<file path="src/rtl/vec_elem_seq.sv">
// vec_elem_seq: per-instruction element-group beat sequencer; VEC_SEQ_MASK_EN adds v0_i lane masking
module vec_elem_seq #(
    parameter int XLEN  = 32,
    parameter int VLEN  = 512,
    parameter int LANES = 4,
    parameter int VLW   = $clog2(VLEN) + 1
) (
    input  logic             clk,
    input  logic             n_rst,
    input  logic             inst_valid_i,
    output logic             inst_ready_o,
    input  logic [XLEN-1:0]  inst_i,
    input  logic [VLW-1:0]   vl_i,
    input  logic [VLW-1:0]   vstart_i,
    input  logic             flush_i,
`ifdef VEC_SEQ_MASK_EN
    input  logic [VLEN-1:0]  v0_i,
`endif
    output logic             beat_valid_o,
    input  logic             beat_ready_i,
    output logic [XLEN-1:0]  beat_inst_o,
    output logic [VLW-1:0]   beat_idx_o,
    output logic [LANES-1:0] beat_lane_en_o,
    output logic             beat_first_o,
    output logic             beat_last_o,
    output logic             done_o,
    output logic             busy_o
);
    localparam logic [1:0] S_IDLE = 2'd0;
    localparam logic [1:0] S_RUN  = 2'd1;
    localparam logic [1:0] S_DONE = 2'd2;

    logic [1:0]      state;
    logic [XLEN-1:0] inst_q;
    logic [VLW-1:0]  vl_q;
    logic [VLW-1:0]  vstart_q;
    logic [VLW-1:0]  idx_q;
    logic            first_q;
    logic            run;
    logic            last;

    assign run            = state == S_RUN;
    assign last           = ({1'b0, idx_q} + (VLW+1)'(LANES)) >= {1'b0, vl_q};
    assign inst_ready_o   = state == S_IDLE;
    assign busy_o         = state != S_IDLE;
    assign done_o         = state == S_DONE;
    assign beat_valid_o   = run;
    assign beat_first_o   = run && first_q;
    assign beat_last_o    = run && last;
    assign beat_inst_o    = inst_q;
    assign beat_idx_o     = idx_q;

    genvar i;
    for (i = 0; i < LANES; i++) begin : g_lane
        logic [VLW-1:0] e;
        assign e = idx_q + VLW'(i);
`ifdef VEC_SEQ_MASK_EN
        assign beat_lane_en_o[i] = run && e >= vstart_q && e < vl_q &&
                                   (inst_q[25] || v0_i[e[$clog2(VLEN)-1:0]]);
`else
        assign beat_lane_en_o[i] = run && e >= vstart_q && e < vl_q;
`endif
    end

    always_ff @(posedge clk or negedge n_rst) begin
        if (!n_rst) begin
            state    <= S_IDLE;
            inst_q   <= '0;
            vl_q     <= '0;
            vstart_q <= '0;
            idx_q    <= '0;
            first_q  <= 1'b0;
        end else if (flush_i) begin
            state <= S_IDLE;
        end else if (state == S_IDLE && inst_valid_i) begin
            inst_q   <= inst_i;
            vl_q     <= vl_i;
            vstart_q <= vstart_i;
            idx_q    <= vstart_i & ~VLW'(LANES - 1);
            first_q  <= 1'b1;
            state    <= (vstart_i >= vl_i) ? S_DONE : S_RUN;
        end else if (run && beat_ready_i) begin
            first_q <= 1'b0;
            idx_q   <= last ? idx_q : idx_q + VLW'(LANES);
            state   <= last ? S_DONE : S_RUN;
        end else if (state == S_DONE) begin
            state <= S_IDLE;
        end
    end
endmodule

</file>
<file path="config.mk">
export PLATFORM = sky130hd
export DESIGN_NAME = vec_elem_seq
export DESIGN_NICKNAME = d
export VERILOG_FILES = /design/src/rtl/vec_elem_seq.sv
export SDC_FILE = /design/constraint.sdc
export NUM_CORES = 1
export LEC_CHECK = 0
export CORE_MARGIN = 5
export CORE_UTILIZATION = 50
export DETAILED_ROUTE_END_ITERATION = 7
export MAX_ROUTING_LAYER = met4
export PLACE_DENSITY = 0.9
export SLEW_MARGIN = 20
export SYNTH_ARGS = -nofsm -noshare
export SYNTH_HDL_FRONTEND = slang
export SYNTH_SLANG_ARGS = --single-unit
export TNS_END_PERCENT = 1
</file>
<file path="constraint.sdc">
create_clock -name clk -period 3.41 [get_ports clk]
set_input_delay 0.5115 -clock clk [delete_from_list [all_inputs] [get_ports clk]]
set_output_delay 0.5115 -clock clk [all_outputs]
set_load 0.02 [all_outputs]
</file>
Word level (Yosys, flattened, before mapping)

Index checks and enable logic that the tools add are counted.

Bits in registers: 65
Input bits: 57

Mux-type cells: 11
Add/subtract/negate cells: 5
Reductions and logical operators: 19
$lt $le $gt $ge: 10
Equal/unequal tests: 3
Bitwise gates (word level): 1

Operator list:

| cell                  | number |
|---|---|
| $ge 10x10->1          | 5 |
| $lt 10x10->1          | 4 |
| $mux 10               | 3 |
| $add 10x2->10 const B | 2 |
| $logic_and 1x1->1     | 12 |
| $mux 2                | 6 |
| $add 10x3->11 const B | 1 |
| $ge 11x10->1          | 1 |
| $add 10x1->10 const B | 1 |
| $add 10x3->10 const B | 1 |
| $reduce_and 2->1      | 2 |
| $reduce_bool 2->1     | 2 |
| $reduce_bool 4->1     | 1 |
| $reduce_and 3->1      | 1 |
| $eq 2x1->1 const B    | 1 |
| $eq 2x2->1 const B    | 1 |
| $logic_not 2->1       | 1 |
| $mux 1                | 2 |
| $ne 2x1->1 const B    | 1 |
| $not 1->1             | 1 |

Logic depth before layout (Yosys ltp)

Word-level depth: 6
Gate-level depth with buffers: 12
Gate-level depth less buffers: 10

Least setup slack after synthesis

OpenSTA, ideal clock, no wires.

Path type: flip-flop to output port
Start point: register idx_q[2] (netlist: beat_idx_o[2])
End point: output port beat_lane_en_o[3]
Slack: 298 ps
Cell stages (with the launch flop): 8
Data arrival time: 2600 ps
Cell sequence: dfrtp_1 > ha_1 > o21a_1 > o21ai_0 > nand2b_1 > a211o_1 > a21o_1 > a2111oi_1

Cells in the longest elaborated chain, start to end: 4

RTL lines:

| element                  | RTL line | source |
|---|---|---|
| start: declaration       | 37       | `logic [VLW-1:0] idx_q;` |
| start signal: assignment | 79       | `idx_q <= vstart_i & ~VLW'(LANES - 1);` |
| start signal: assignment | 84       | `idx_q <= last ? idx_q : idx_q + VLW'(LANES);` |
| $add 10x2->10 (*)        | 56       | `assign e = idx_q + VLW'(i);` |
| $ge 10x10->1             | 61       | `assign beat_lane_en_o[i] = run && e >= vstart_q && e < vl_q;` |
| $logic_and 1x1->1        | 61       |  |
| $logic_and 1x1->1 (*)    | 61       |  |
| end: declaration         | 23       | `output logic [LANES-1:0] beat_lane_en_o,` |

Every way passes the cells marked *; elsewhere a longest branch is shown, timed or not.

Final worst setup path

Start point: register idx_q[3] (netlist: beat_idx_o[3])
End point: output port beat_last_o

Cells in the longest elaborated chain, start to end: 3

RTL lines:

| element           | RTL line | source |
|---|---|---|
| $add 10x3->11     | 43       | `assign last = ({1'b0, idx_q} + (VLW+1)'(LANES)) >= {1'b0, vl_q};` |
| $ge 11x10->1      | 43       |  |
| $logic_and 1x1->1 | 49       | `assign beat_last_o = run && last;` |
| end: declaration  | 25       | `output logic beat_last_o,` |

No other way between the ends.

==> report_table.html <==
<table>
<tr><th>Metric</th><th>Value</th></tr>
<tr><th colspan="2">Critical path</th></tr>
<tr><td>Cells along the critical path</td><td>buf_4 &gt; ha_1 &gt; nand2_1 &gt; xnor2_1 &gt; ha_1 &gt; a211o_1 &gt; a31oi_2 &gt; nand4b_1 &gt; nand2_1 &gt; nor2_1 &gt; dlygate4sd2_1</td></tr>
<tr><td>Crit path capture type</td><td>output pin</td></tr>
<tr><td>Highest cell delay on the worst timing path</td><td>around 460 ps</td></tr>
<tr><td>Signal arrival time at the worst endpoint</td><td>2750 ps</td></tr>
<tr><td>Worst setup path category</td><td>register to output pin</td></tr>
<tr><td>Worst Path Required</td><td>2900 ps</td></tr>
<tr><td>Max FO, Critical Path</td><td>6</td></tr>
<tr><td>Startpoint Class</td><td>register</td></tr>
<tr><td>Slowest cell on the critical path</td><td>sky130_fd_sc_hd__dfrtp_2</td></tr>
<tr><th colspan="2">Clock tree</th></tr>
<tr><td>TritonCTS clock tree</td><td>done</td></tr>
<tr><td>Root buffer cell</td><td>sky130_fd_sc_hd__clkbuf_8</td></tr>
<tr><td>Number of levels in the clock H-tree</td><td>3</td></tr>
<tr><td>Total number of clock tree sinks</td><td>63</td></tr>
<tr><td>Clk_lat worst skew</td><td>roughly 340 ps</td></tr>
<tr><td>CTS clock-pin slew for the worst setup and hold paths</td><td>70 ps</td></tr>
<tr><td>Number of buffers between clock root and the deepest sink</td><td>2</td></tr>
<tr><td>Post-CTS Hold Fix Bufs</td><td>0</td></tr>
<tr><td>Setup fix buffers added after clock tree synthesis</td><td>0</td></tr>
<tr><td>Total clock buffers created by CTS</td><td>9</td></tr>
<tr><th colspan="2">STA</th></tr>
<tr><td>Transition at the pin with the smallest max-transition slack</td><td>608 ps</td></tr>
<tr><td>Hold slack final</td><td>about 170 ps</td></tr>
<tr><td>Fraction of the cycle the final worst path needs</td><td>95.6%</td></tr>
<tr><td>Final setup skew</td><td>11.3 ps</td></tr>
<tr><td>Hold violation total from the final report</td><td>0</td></tr>
<tr><td>Max Freq</td><td>307 MHz</td></tr>
<tr><td>Shortest period the worst path allows</td><td>3260 ps</td></tr>
<tr><td>Number of pins exceeding their max-slew limit in the final report</td><td>0</td></tr>
<tr><td>Final-report setup violation count</td><td>0</td></tr>
<tr><td>Worst slew margin relative to its limit</td><td>59.3%</td></tr>
<tr><td>RSZ-0062 raised after global routing</td><td>true</td></tr>
<tr><th colspan="2">Min path</th></tr>
<tr><td>Classification of the worst-slack hold path</td><td>input pin to async pin</td></tr>
<tr><th colspan="2">Routing</th></tr>
<tr><td>DR iter-0 viols</td><td>~170</td></tr>
<tr><td>Via total after detailed routing</td><td>approximately 3600</td></tr>
<tr><td>Drc violations</td><td>0</td></tr>
<tr><td>Post-DR vias/cell</td><td>between 5 and 6</td></tr>
<tr><td>Antenna viol nets, final</td><td>0</td></tr>
<tr><td>Total detailed-routing wirelength</td><td>~11000 µm</td></tr>
<tr><td>Routed wirelength normalized by instance count</td><td>~18 µm</td></tr>
<tr><td>DRT Pass-1 Iters</td><td>5</td></tr>
<tr><th colspan="2">Synthesis</th></tr>
<tr><td>Main flop type after synthesis</td><td>sky130_fd_sc_hd__dfrtp_1</td></tr>
<tr><td>Number of distinct library cell variants in the gate-level netlist after synthesis</td><td>52</td></tr>
<tr><td>Synth warnings</td><td>0</td></tr>
<tr><td>Share of synthesized flip-flops with an asynchronous set or reset</td><td>100%</td></tr>
<tr><td>Number of synthesized flops with an enable pin</td><td>0</td></tr>
<tr><td>Mapped Area</td><td>4180 µm²</td></tr>
<tr><td>Number of cells produced by synthesis</td><td>around 400</td></tr>
<tr><td>Synth top area cells</td><td>sky130_fd_sc_hd__dfrtp_1 38%, sky130_fd_sc_hd__ha_1 18%, sky130_fd_sc_hd__mux2_2 9.7%</td></tr>
<tr><td>Area share of the largest cell type after synthesis</td><td>roughly 38%</td></tr>
<tr><td>Post-synthesis cell type with the largest combined area</td><td>sky130_fd_sc_hd__dfrtp_1</td></tr>
<tr><td>Mapped Avg Cell Area</td><td>approximately 10 µm²</td></tr>
<tr><td>Yosys reg bits</td><td>63</td></tr>
<tr><td>Most frequently used cell type in the post-synthesis netlist</td><td>sky130_fd_sc_hd__dfrtp_1</td></tr>
<tr><td>Part of the Yosys area used for sequential elements</td><td>between 30% and 40%</td></tr>
<tr><td>Most used standard cells in the synthesized netlist</td><td>63 x sky130_fd_sc_hd__dfrtp_1, 60 x sky130_fd_sc_hd__ha_1, 36 x sky130_fd_sc_hd__mux2_2</td></tr>
<tr><th colspan="2">Finish</th></tr>
<tr><td>Antenna diode count</td><td>0</td></tr>
<tr><td>End-of-flow core utilization</td><td>67.9%</td></tr>
<tr><td>Net count, final</td><td>between 600 and 700</td></tr>
<tr><td>Share of cells above drive strength 1</td><td>between 10% and 20%</td></tr>
<tr><td>Number of filler cells placed in the layout</td><td>625</td></tr>
<tr><td>Number of cells in the finished layout apart from fillers</td><td>about 620</td></tr>
<tr><td>Layout area overhead</td><td>33.0%</td></tr>
<tr><th colspan="2">GRT</th></tr>
<tr><td>Global router's overall resource usage</td><td>a little under a quarter</td></tr>
<tr><td>Via count of the first global-routing pass</td><td>around 3900</td></tr>
<tr><td>First-pass GRT wire length</td><td>around 18000 µm</td></tr>
<tr><td>Largest net degree at the start of global routing</td><td>48</td></tr>
<tr><td>GRT Residual Overflow</td><td>0</td></tr>
<tr><td>Initial antenna violation count</td><td>0</td></tr>
<tr><th colspan="2">Placement</th></tr>
<tr><td>Number of instances in the placed design</td><td>~610</td></tr>
<tr><td>Half-perimeter wire length after detailed placement</td><td>just under 9000 µm</td></tr>
<tr><td>Number of I/O port buffers</td><td>106</td></tr>
<tr><td>Final weighted congestion in routability-driven placement</td><td>between 0.9 and 1</td></tr>
<tr><th colspan="2">Power and ir drop</th></tr>
<tr><td>Overall power after layout</td><td>5.51 mW</td></tr>
<tr><td>Peak supply drop</td><td>roughly 0.63 mV</td></tr>
<tr><td>LEAKAGE</td><td>between 2 and 2.5 nW</td></tr>
<tr><td>Power per standard cell area</td><td>between 900 and 1000 nW/µm²</td></tr>
<tr><th colspan="2">Floorplanning</th></tr>
<tr><td>Starting utilization of the core area</td><td>roughly 50%</td></tr>
<tr><td>Floorplan die area</td><td>10300 µm²</td></tr>
<tr><td>X dimension of the die</td><td>~100 µm</td></tr>
<tr><td>I/O pin count</td><td>approximately 110</td></tr>
<tr><td>CORE AREA</td><td>approximately 8200 µm²</td></tr>
<tr><td>Core Rows</td><td>33</td></tr>
<tr><td>Vert. Die Dim</td><td>slightly above 100 µm</td></tr>
<tr><th colspan="2">Outcome</th></tr>
<tr><td>Result of the run</td><td>completed</td></tr>
<tr><th colspan="2">Job</th></tr>
<tr><td>Max-Cap Viols</td><td>0</td></tr>
</table>
worst paths after layout:
| check | start | endpoint | slack [ps] | depth (start not counted) |
|---|---|---|---|---|
| hold / removal | n_rst | beat_inst_o[5]$_DFFE_PN0P_ | 170 | 1 |
| setup / recovery | beat_idx_o[3]$_DFFE_PN0P_ | beat_last_o | 150 | 11 |
| max in group asynchronous | n_rst | beat_idx_o[7]$_DFFE_PN0P_ | 2550 | 2 |
| hold reg to reg | first_q$_DFFE_PN0P_ | first_q$_DFFE_PN0P_ | 470 | 1 |
| setup reg to reg | beat_idx_o[3]$_DFFE_PN0P_ | beat_idx_o[7]$_DFFE_PN0P_ | 500 | 13 |
| min in group clk | first_q$_DFFE_PN0P_ | first_q$_DFFE_PN0P_ | 470 | 1 |
critical path, delay by kind of cell (launching register included):
| kind | cells | cell delay (ps) |
|---|---|---|
| buffers and inverters | 2 | 510 |
| flip-flops | 1 | 460 |
| adder cells (fa/ha/maj) | 2 | 460 |
| AO/OA/AOI/OAI | 2 | 460 |
| AND/OR/NAND/NOR | 4 | 400 |
| XOR/XNOR | 1 | 140 |
metrics by stage:
stage	setup TNS (ps)	instance area (µm²)	setup slack [ps]
floorplan	0	4180	298
global placement	0	5370	240
detailed placement	0	5370	196
CTS	0	5540	75.2
global route	-28.8	5550	-28.8
finish	0	5550	152
report_power, final:
group | leakage (nW) | switching, mW | internal (mW) | total, mW
clock | 0.0908 | 0.323 | 0.271 | 0.594
combinational | 1.66 | 1.85 | 1.68 | 3.53
sequential | 0.738 | 0.268 | 1.12 | 1.38
routing by layer:
metal	global-route usage (%)	up-vias	wire [µm]
li1	-	1669	-
met1	28.5	1702	4580
met2	36.8	164	5360
met3	6.47	25	866
met4	7.46	0	240
met5	-	-	0
layout by cell type (no fill, tap or decap), types with 3 or more instances in the layout:
master                            count
sky130_fd_sc_hd__nand4_1              4
sky130_fd_sc_hd__a31oi_1              3
sky130_fd_sc_hd__ha_1                60
sky130_fd_sc_hd__a21oi_2              6
sky130_fd_sc_hd__inv_6                4
sky130_fd_sc_hd__nor2b_1              5
sky130_fd_sc_hd__dfrtp_2              4
sky130_fd_sc_hd__mux2_2              36
sky130_fd_sc_hd__nand2_1             25
sky130_fd_sc_hd__o21a_1              11
sky130_fd_sc_hd__inv_1               31
sky130_fd_sc_hd__a211oi_1             7
sky130_fd_sc_hd__clkdlybuf4s50_1    101
sky130_fd_sc_hd__buf_4               15
sky130_fd_sc_hd__and2_1               4
sky130_fd_sc_hd__nand3_1              8
sky130_fd_sc_hd__clkbuf_8             9
sky130_fd_sc_hd__nand2b_1             3
sky130_fd_sc_hd__nor2_1              12
sky130_fd_sc_hd__dfrtp_1             59
sky130_fd_sc_hd__mux2i_1              4
sky130_fd_sc_hd__a21o_1               7
sky130_fd_sc_hd__o21ai_0             27
sky130_fd_sc_hd__a211o_1              3
sky130_fd_sc_hd__and3_1               4
sky130_fd_sc_hd__o211ai_1             5
sky130_fd_sc_hd__nor3_1               7
sky130_fd_sc_hd__a21oi_1             15
sky130_fd_sc_hd__xnor2_1              5
timing repair:
item                       in CTS  in global routing
pin swaps                       0                  0
setup endpoints to repair       2                  3
gates resized for setup         5                  3
state kept, by name (all words and copies together) (netlist names):
| register | flops |
|---|---|
| beat_idx_o | 8 |
| beat_inst_o | 32 |
| first_q | 1 |
| state | 2 |
| vl_q | 10 |
| vstart_q | 10 |
final cells by class:
cell class | count | area [µm²] | share of cell area, %
multi-input combinational | 288 | 2360 | 42.5
sequential | 63 | 1580 | 28.5
timing repair buffer | 121 | 1190 | 21.4
tap | 105 | 131 | 2.37
clock buffer | 9 | 124 | 2.23
inverter | 31 | 116 | 2.10
clock inverter | 7 | 52.6 | 0.946
logic make-up (layout without fill, tap and decap cells):
| group | after synthesis | in the layout | synth area share, % |
|---|---|---|---|
| AOI/OAI and AO/OA | 100 | 100 | 16.6 |
| and+or+nand+nor | 80 | 80 | 9.65 |
| DFF | 63 | 63 | 37.8 |
| adders and majority gates | 60 | 60 | 18.0 |
| buffers and inverters | 54 | 168 | 5.96 |
| muxes | 40 | 40 | 10.7 |
| xor gates and xnor gates | 6 | 6 | 1.26 |
| other | 1 | 2 | 0.0898 |
Power figures use the tool's default switching activity.
